[src/rtl/uart_tx_arbiter_if.sv]
// ---------------------------------------------------------------------------
// uart_tx_arbiter_if
// Bundles the requester side and the UART transmitter side of the
// arbiter into one interface.
//
// Signals:
//   req      [3:0]  per-requester transmit request
//   req_data [31:0] byte for requester i on bits [8i+7:8i]
//   lock     [3:0]  per-requester burst hold
//   ack      [3:0]  one-cycle completion/abort pulse per requester
//   err             one-cycle timeout flag, coincident with ack
//   busy            arbiter is not idle
//   tx_data  [7:0]  byte presented to the UART transmitter
//   tx_start        one-cycle start pulse to the UART transmitter
//   tx_done         completion pulse from the UART transmitter
//
// Modports:
//   master - requesters plus UART transmitter (drive req/req_data/lock/tx_done)
//   slave  - the arbiter itself
// ---------------------------------------------------------------------------
interface uart_tx_arbiter_if;
    logic [3:0]  req;
    logic [31:0] req_data;
    logic [3:0]  lock;
    logic [3:0]  ack;
    logic        err;
    logic        busy;
    logic [7:0]  tx_data;
    logic        tx_start;
    logic        tx_done;

    modport master (
        output req, req_data, lock, tx_done,
        input  ack, err, busy, tx_data, tx_start
    );

    modport slave (
        input  req, req_data, lock, tx_done,
        output ack, err, busy, tx_data, tx_start
    );
endinterface

[src/rtl/uart_tx_arbiter.sv]
// ---------------------------------------------------------------------------
// uart_tx_arbiter
// Round-robin arbiter that shares one UART transmitter between four
// requesters. A granted byte is latched into tx_data, started with a
// one-cycle tx_start pulse, and then the arbiter waits for tx_done or a
// timeout before acknowledging the requester.
//
// Parameters:
//   TIMEOUT_CYC  maximum number of cycles spent waiting for tx_done
//
// Ports:
//   clk  single clock, rising edge
//   rst  asynchronous active-high reset
//   bus  uart_tx_arbiter_if.slave (req, req_data, lock, ack, err, busy,
//        tx_data, tx_start, tx_done)
//
// Configuration macro:
//   UART_ARB_LOCK_EN  when defined, a requester holding lock and req is
//                     re-granted straight from ACK without an IDLE gap and
//                     without advancing the round-robin pointer.
// ---------------------------------------------------------------------------
module uart_tx_arbiter #(
    parameter logic [15:0] TIMEOUT_CYC = 16'd50000
) (
    input  logic               clk,
    input  logic               rst,
    uart_tx_arbiter_if.slave   bus
);

    typedef enum logic [1:0] {
        IDLE,
        START,
        WAIT,
        ACK
    } state_t;

    state_t      state;
    logic [1:0]  ptr;
    logic [1:0]  winner;
    logic [15:0] cnt;

    logic        grant_valid;
    logic [1:0]  grant_idx;
    logic [1:0]  cand;

`ifndef UART_ARB_LOCK_EN
    logic [3:0]  unused_lock;
    assign unused_lock = bus.lock;
`endif

    // Walk the offsets from farthest to nearest so the requester closest
    // to ptr (going upward, modulo 4) is the one left standing.
    always_comb begin
        grant_valid = 1'b0;
        grant_idx   = ptr;
        cand        = ptr;
        for (int k = 3; k >= 0; k--) begin
            cand = ptr + 2'(k);
            if (bus.req[cand]) begin
                grant_valid = 1'b1;
                grant_idx   = cand;
            end
        end
    end

    always_ff @(posedge clk or posedge rst) begin
        if (rst) begin
            state        <= IDLE;
            ptr          <= 2'd0;
            winner       <= 2'd0;
            cnt          <= 16'd0;
            bus.tx_data  <= 8'h00;
            bus.tx_start <= 1'b0;
            bus.ack      <= 4'b0000;
            bus.err      <= 1'b0;
            bus.busy     <= 1'b0;
        end else begin
            case (state)
                IDLE: begin
                    if (grant_valid) begin
                        winner       <= grant_idx;
                        bus.tx_data  <= bus.req_data[{grant_idx, 3'b000} +: 8];
                        bus.tx_start <= 1'b1;
                        bus.busy     <= 1'b1;
                        state        <= START;
                    end
                end

                START: begin
                    bus.tx_start <= 1'b0;
                    cnt          <= 16'd0;
                    state        <= WAIT;
                end

                // tx_done takes priority so a completion on the final
                // allowed cycle still counts as success.
                WAIT: begin
                    if (bus.tx_done) begin
                        bus.ack <= 4'b0001 << winner;
                        bus.err <= 1'b0;
                        state   <= ACK;
                    end else if (cnt == TIMEOUT_CYC - 16'd1) begin
                        bus.ack <= 4'b0001 << winner;
                        bus.err <= 1'b1;
                        state   <= ACK;
                    end else begin
                        cnt <= cnt + 16'd1;
                    end
                end

                ACK: begin
                    bus.ack <= 4'b0000;
                    bus.err <= 1'b0;
`ifdef UART_ARB_LOCK_EN
                    // Locked burst: reload the same requester's byte and
                    // keep ptr so the rotation resumes after the burst.
                    if (bus.lock[winner] && bus.req[winner]) begin
                        bus.tx_data  <= bus.req_data[{winner, 3'b000} +: 8];
                        bus.tx_start <= 1'b1;
                        state        <= START;
                    end else begin
                        ptr      <= winner + 2'd1;
                        bus.busy <= 1'b0;
                        state    <= IDLE;
                    end
`else
                    ptr      <= winner + 2'd1;
                    bus.busy <= 1'b0;
                    state    <= IDLE;
`endif
                end

                default: begin
                    state <= IDLE;
                end
            endcase
        end
    end

endmodule

[src/flat_wrapper.sv]
// flat-port wrapper written by rule: the top's interface ports become plain ports
module uart_tx_arbiter_flat 
#(
    parameter logic [15:0] TIMEOUT_CYC = 16'd50000
)
  (clk, rst, bus_req, bus_req_data, bus_lock, bus_tx_done, bus_ack, bus_err, bus_busy, bus_tx_data, bus_tx_start);
  uart_tx_arbiter_if bus_i ();
  input  logic clk;
  input  logic rst;
  input wire logic [$bits(bus_i.req)-1:0] bus_req;
  input wire logic [$bits(bus_i.req_data)-1:0] bus_req_data;
  input wire logic [$bits(bus_i.lock)-1:0] bus_lock;
  input wire logic [$bits(bus_i.tx_done)-1:0] bus_tx_done;
  output wire logic [$bits(bus_i.ack)-1:0] bus_ack;
  output wire logic [$bits(bus_i.err)-1:0] bus_err;
  output wire logic [$bits(bus_i.busy)-1:0] bus_busy;
  output wire logic [$bits(bus_i.tx_data)-1:0] bus_tx_data;
  output wire logic [$bits(bus_i.tx_start)-1:0] bus_tx_start;
  assign bus_i.req = bus_req;
  assign bus_i.req_data = bus_req_data;
  assign bus_i.lock = bus_lock;
  assign bus_i.tx_done = bus_tx_done;
  assign bus_ack = bus_i.ack;
  assign bus_err = bus_i.err;
  assign bus_busy = bus_i.busy;
  assign bus_tx_data = bus_i.tx_data;
  assign bus_tx_start = bus_i.tx_start;
  uart_tx_arbiter #(.TIMEOUT_CYC(TIMEOUT_CYC)) u_core (.clk(clk), .rst(rst), .bus(bus_i));
endmodule
[config.mk]
export PLATFORM = sky130hd
export DESIGN_NAME = uart_tx_arbiter_flat
export DESIGN_NICKNAME = d
export VERILOG_FILES = /design/src/rtl/uart_tx_arbiter_if.sv /design/src/rtl/uart_tx_arbiter.sv /design/src/flat_wrapper.sv
export SDC_FILE = /design/constraint.sdc
export NUM_CORES = 1
export LEC_CHECK = 0
export BUFFER_PORTS_ARGS = -buffer_cell sky130_fd_sc_hd__clkbuf_2
export CORE_UTILIZATION = 59
export CTS_BUF_LIST = sky130_fd_sc_hd__clkbuf_4
export CTS_CLUSTER_DIAMETER = 200
export DETAILED_ROUTE_END_ITERATION = 6
export GPL_TIMING_DRIVEN = 0
export PLACE_DENSITY = 0.87
export SYNTH_ARGS = -nofsm -noshare
export SYNTH_HDL_FRONTEND = slang
export SYNTH_SLANG_ARGS = --single-unit
[constraint.sdc]
create_clock -name clk -period 3 [get_ports clk]
set_input_delay 0.6 -clock clk [delete_from_list [all_inputs] [get_ports clk]]
set_output_delay 0.6 -clock clk [all_outputs]
set_load 0.05 [all_outputs]
# Word level (Yosys, flattened, before mapping)
# Cells that the tools add are included.
[totals]
reg_bits = 37
in_bits = 43
output_inout_bits = 15
word_cells = 71
[op_classes]
n_addsub = 5
order_cmp = 4
n_eq_ne = 8
shift = 2
muxes = 32
reduce_logical = 11
[ops]
columns = ["cell", "count"]
rows = [
  ["16-bit two-way mux", 2],
  ["16-bit case mux with 2 select lines", 1],
  ["32-bit by 6-bit indexed part select with 8-bit output", 1],
  ["16-bit by 1-bit adder with 16-bit output, second input constant", 1],
  ["16-bit == test, second input constant", 1],
  ["2-bit two-way mux", 7],
  ["2-bit by 3-bit < comparator with 1-bit output, second input constant", 4],
  ["1-bit two-way mux", 11],
  ["2-bit AND reduction", 5],
  ["1-bit binary-select mux with 2-bit select", 4],
  ["4-bit two-way mux", 2],
  ["2-bit case mux with 4 select lines", 1],
  ["4-bit case mux with 2 select lines", 1],
  ["2-bit nonzero test", 4],
  ["1-bit case mux with 2 select lines", 3],
  ["2-bit by 1-bit adder with 2-bit output, second input constant", 2],
  ["2-bit adder, second input constant", 2],
  ["2-bit == test, second input constant", 2],
  ["2-bit inequality test, second input constant", 2],
  ["1-bit by 2-bit left shift with 4-bit output, first input constant", 1],
  ["3-bit by 2-bit inequality test with 1-bit output, second input constant", 1],
  ["3-bit AND reduction", 1],
  ["2-bit by 1-bit == test with 1-bit output, second input constant", 1],
  ["2-bit zero test", 1],
  ["2-bit by 1-bit inequality test with 1-bit output, second input constant", 1],
]

# Logic depth before layout (Yosys ltp)
[logic_depth]
word_depth = 9
depth_mapped = 7
ltp_nobuf = 7

# Least setup slack after synthesis
# OpenSTA, ideal clock, no wires.
[synth_path]
path_type = "input -> register"
from = "input port bus_req[2]"
to = "register u_core.bus.tx_data[6]"
setup_time_ns = 0.130
arrival_ns = 1.882
required_time_ns = 2.870
setup_slack_ns = 0.988
path_stages = 7
n_path_buf = 2
path_cell_list = "nor2b_1 > o21a_1 > buf_6 > nor3_4 > buf_8 > mux2i_1 > a211oi_2"
[synth_via]
elab_chain_len = 7
word_cells_on_any_way = 18
[synth_rtl]
columns = ["item", "line", "source"]
rows = [
  ["start, declared", "flat_wrapper.sv:10", "input wire logic [$bits(bus_i.req)-1:0] bus_req;"],
  ["1-bit binary-select mux with 2-bit select", "uart_tx_arbiter.sv:59", "if (bus.req[cand]) begin"],
  ["1-bit two-way mux (implied by the code)", "uart_tx_arbiter.sv:59", ""],
  ["2-bit two-way mux or 1-bit two-way mux (tied branches) (4 in a row)", "uart_tx_arbiter.sv:59", ""],
  ["32-bit by 6-bit indexed part select with 8-bit output or 2-bit AND reduction (tied branches)", "-", ""],
  ["end signal, assigned", "uart_tx_arbiter.sv:82", "bus.tx_data <= bus.req_data[{grant_idx, 3'b000} +: 8];"],
  ["end, declared", "uart_tx_arbiter_if.sv:39", "output ack, err, busy, tx_data, tx_start"],
]
# Parallel ways exist; a longest one is shown, timed or not. The select of a mux whose other input is x is not followed.
# A chain may end at the register's enable or synchronous reset.

# Worst setup path after layout
[layout_path]
from = "register u_core.cnt[0]"
to = "register u_core.state[1]"
[layout_via]
elab_chain_len = 3
[layout_rtl]
columns = ["item", "line", "source"]
rows = [
  ["start, declared", "uart_tx_arbiter.sv:40", "logic [15:0] cnt;"],
  ["start signal, assigned", "uart_tx_arbiter.sv:107", "cnt <= cnt + 16'd1;"],
  ["16-bit == test", "uart_tx_arbiter.sv:102", "end else if (cnt == TIMEOUT_CYC - 16'd1) begin"],
  ["3-bit by 2-bit inequality test with 1-bit output (no source line)", "-", ""],
  ["2-bit AND reduction (no source line)", "-", ""],
  ["end signal, assigned", "uart_tx_arbiter.sv:101", "state <= ACK;"],
  ["end signal, assigned", "uart_tx_arbiter.sv:105", "state <= ACK;"],
  ["end signal, assigned", "uart_tx_arbiter.sv:129", "state <= IDLE;"],
  ["end, declared", "uart_tx_arbiter.sv:37", "state_t state;"],
]
# No other way between the ends.

==> out/qor.yml <==
synth_ff_type: "dfrtp_1"
grt_pass1_wl_um: 8150
hold_viol: 0
clk_latency_ns: 0.35
ys_ff_latch: 37
firstDrtPassIters: 4
yosysWarnings: 0
die_w_um: 64.3
tightestPinTransition_ns: 0.799
irDropWorstVdd_uv: 545
ctsResizeCount: 0
postCtsHoldBufs: 0
antenna_found_initial: 0
core-area_sq_mm: 0.00369
numPortBuffers: 53
grt_usage_pct: 25.8
drc: 0
fin_nets: 340
endpoint_kind: "register"
synth_area_leader_cell: "dfrtp_1"
synth_fp_nets: 280
final_cell_mix: "clkbuf_2, dfrtp_1, nor2_1"
min_period_over_period_pct: 76.2
start_util_pct: 62.0
synth_cell_types: 48
syn_area_sq_mm: 0.00229
synth-async-reset-ratio_pct: 100
slew_headroom_pct: 46.2
final-seq-area_sq_um: 926
diodes: 0
syn_to_final_growth_pct: 17.4
drv_cap: 0
wl_per_cell_um: 14.7
p_per_area_mw_per_mm2: 882
gp_congestion: 0.828
synthTopCellsByArea: "dfrtp_1, a211oi_2, ha_1"
clockRootBuffer: "clkbuf_4"
hp-class: "in2async"
criticalPathCategory: "reg2reg"
synth_top_area_share_pct: 40.5
power.leakage_nw: 1.23
vias: 1943
syn_inst: 228
grt_overflow: 0
tns_ns: 0
synth_edf_count: 0
clk_pin_slew_worst_paths_ns: 0.12
cp-start-kind: "register"
fmax_ghz: 0.437
ioPinCount: 58
cts.sinks: 37
multi_input_area_sq_mm: 0.00128
cp.required_ns: 3.23
drtAntennaViolNets: 0
seq_area_frac_synth_pct: 40.5
setup_viol: 0
cp.arrival_ns: 2.52
avgSynthCellArea_sq_um: 10.0
hpwl_um: 3630
rows: 22
min_period_ns: 2.29
routed_via_density: 5.78
die_area_sq_mm: 0.00413
rsz0062_at_grt: "no"
drv_slew: 0
drive_gt1_share_pct: 33.0
status: "finished, final reports clean"
htreeDepth: 2
grt_pass1_vias: 1778
grt_max_degree: 38
cts_buffer_depth: 2
cts_buffers: 5
final_common_cell: "clkbuf_2"
die_height_um: 64.3
postCtsSetupRepairBufs: 0
power.total_w: 0.00237
routed_wl_um: 4950
cts_tree: "done"
clock_skew_ns: 0.0180
fill_cells: 303
path_max_fanout: 10
rrSetupSlack_ns: 0.71
drtIter0Drc: 113
final cells by class:
| class | instances | area share, % |
|---|---|---|
| Multi-Input combinational cell | 175 | 47.6 |
| Sequential cell | 37 | 34.5 |
| Timing Repair Buffer | 53 | 9.87 |
| Tap cell | 48 | 2.24 |
| Buffer | 8 | 2.00 |
| Clock buffer | 5 | 1.40 |
| Clock inverter | 2 | 1.30 |
| Inverter | 8 | 1.12 |
stage by stage:
stage / util, % / cell area [sq um] / setup slack [ns] / hold slack (ns) / cells
3_5_place_dp: 70.9 / 2610 / 0.620 / 0.508 / 329
2_1_floorplan: - / 2290 / 0.988 / 0.475 / 228
3_3_place_gp: 70.9 / 2610 / 0.647 / 0.495 / 329
5_1_grt: 72.8 / 2690 / 0.565 / 0.421 / 336
6_report: 72.8 / 2690 / 0.713 / 0.359 / 336
4_1_cts: 72.8 / 2690 / 0.736 / 0.379 / 336
synthesized netlist by cell type (all sizes together) (6+ instances only):
cell	number
nand3	6
a21oi	7
o21ai	11
mux2i	10
dfrtp	37
a211oi	16
inv	8
nand2	17
nor2b	10
ha	9
o31a	7
nor2	22
logic make-up after synthesis:
family / count (synthesis) / share of synthesized area, %
adder cells (fa/ha/maj): 9 / 4.92
XOR/XNOR: 10 / 3.83
multiplexers: 12 / 5.36
AO/OA/AOI/OAI: 56 / 20.8
AND/OR/NAND/NOR: 88 / 20.9
flip-flops: 37 / 40.5
buffers and inverters: 16 / 3.66
flip-flops by register name (all words and copies together) (netlist names):
name and flops:
u_core.ptr 2, u_core.bus.tx_start 1, u_core.bus.err 1, u_core.state 2
u_core.bus.tx_data 8, u_core.bus.busy 1, u_core.cnt 16, u_core.bus.ack 4
u_core.winner 2
critical path: stages (launching register included):
cell     delay [ns]
dfrtp_1        0.43
ha_1           0.22
nand3_1        0.24
nor4_2         0.42
a21oi_2        0.25
a21oi_1        0.26
mux2_2         0.35
routing by layer:
| layer | share of wire (%) | GRT usage, % |
|---|---|---|
| met1 | 45 | 32.1 |
| met2 | 51 | 44.5 |
| met3 | 3.5 | 5.00 |
| met4 | 1.2 | 8.89 |
| met5 | 0 | 0 |
where the power goes:
part | switching [W] | total, W | internal, W
Clock | 0.000164 | 0.000334 | 0.000170
Combinational | 0.000832 | 0.00126 | 0.000429
Sequential | 0.000125 | 0.000774 | 0.000649
Total | 0.00112 | 0.00237 | 0.00125
path summary, 6_finish.rpt:
check / from / end / cells past startpoint
setup / recovery: u_core.cnt[0]$_DFFE_PP0P_ / u_core.state[1]$_DFFE_PP0P_ / 6
hold / removal: rst / u_core.cnt[11]$_DFFE_PP0P_ / 2
setup reg to reg: u_core.cnt[0]$_DFFE_PP0P_ / u_core.state[1]$_DFFE_PP0P_ / 6
hold reg to reg: u_core.bus.ack[2]$_DFFE_PP0P_ / u_core.bus.ack[2]$_DFFE_PP0P_ / 2
max in group asynchronous: rst / u_core.cnt[1]$_DFFE_PP0P_ / 2
min in group clk: u_core.bus.ack[2]$_DFFE_PP0P_ / u_core.bus.ack[2]$_DFFE_PP0P_ / 2
(Power assumes the default switching activity.)
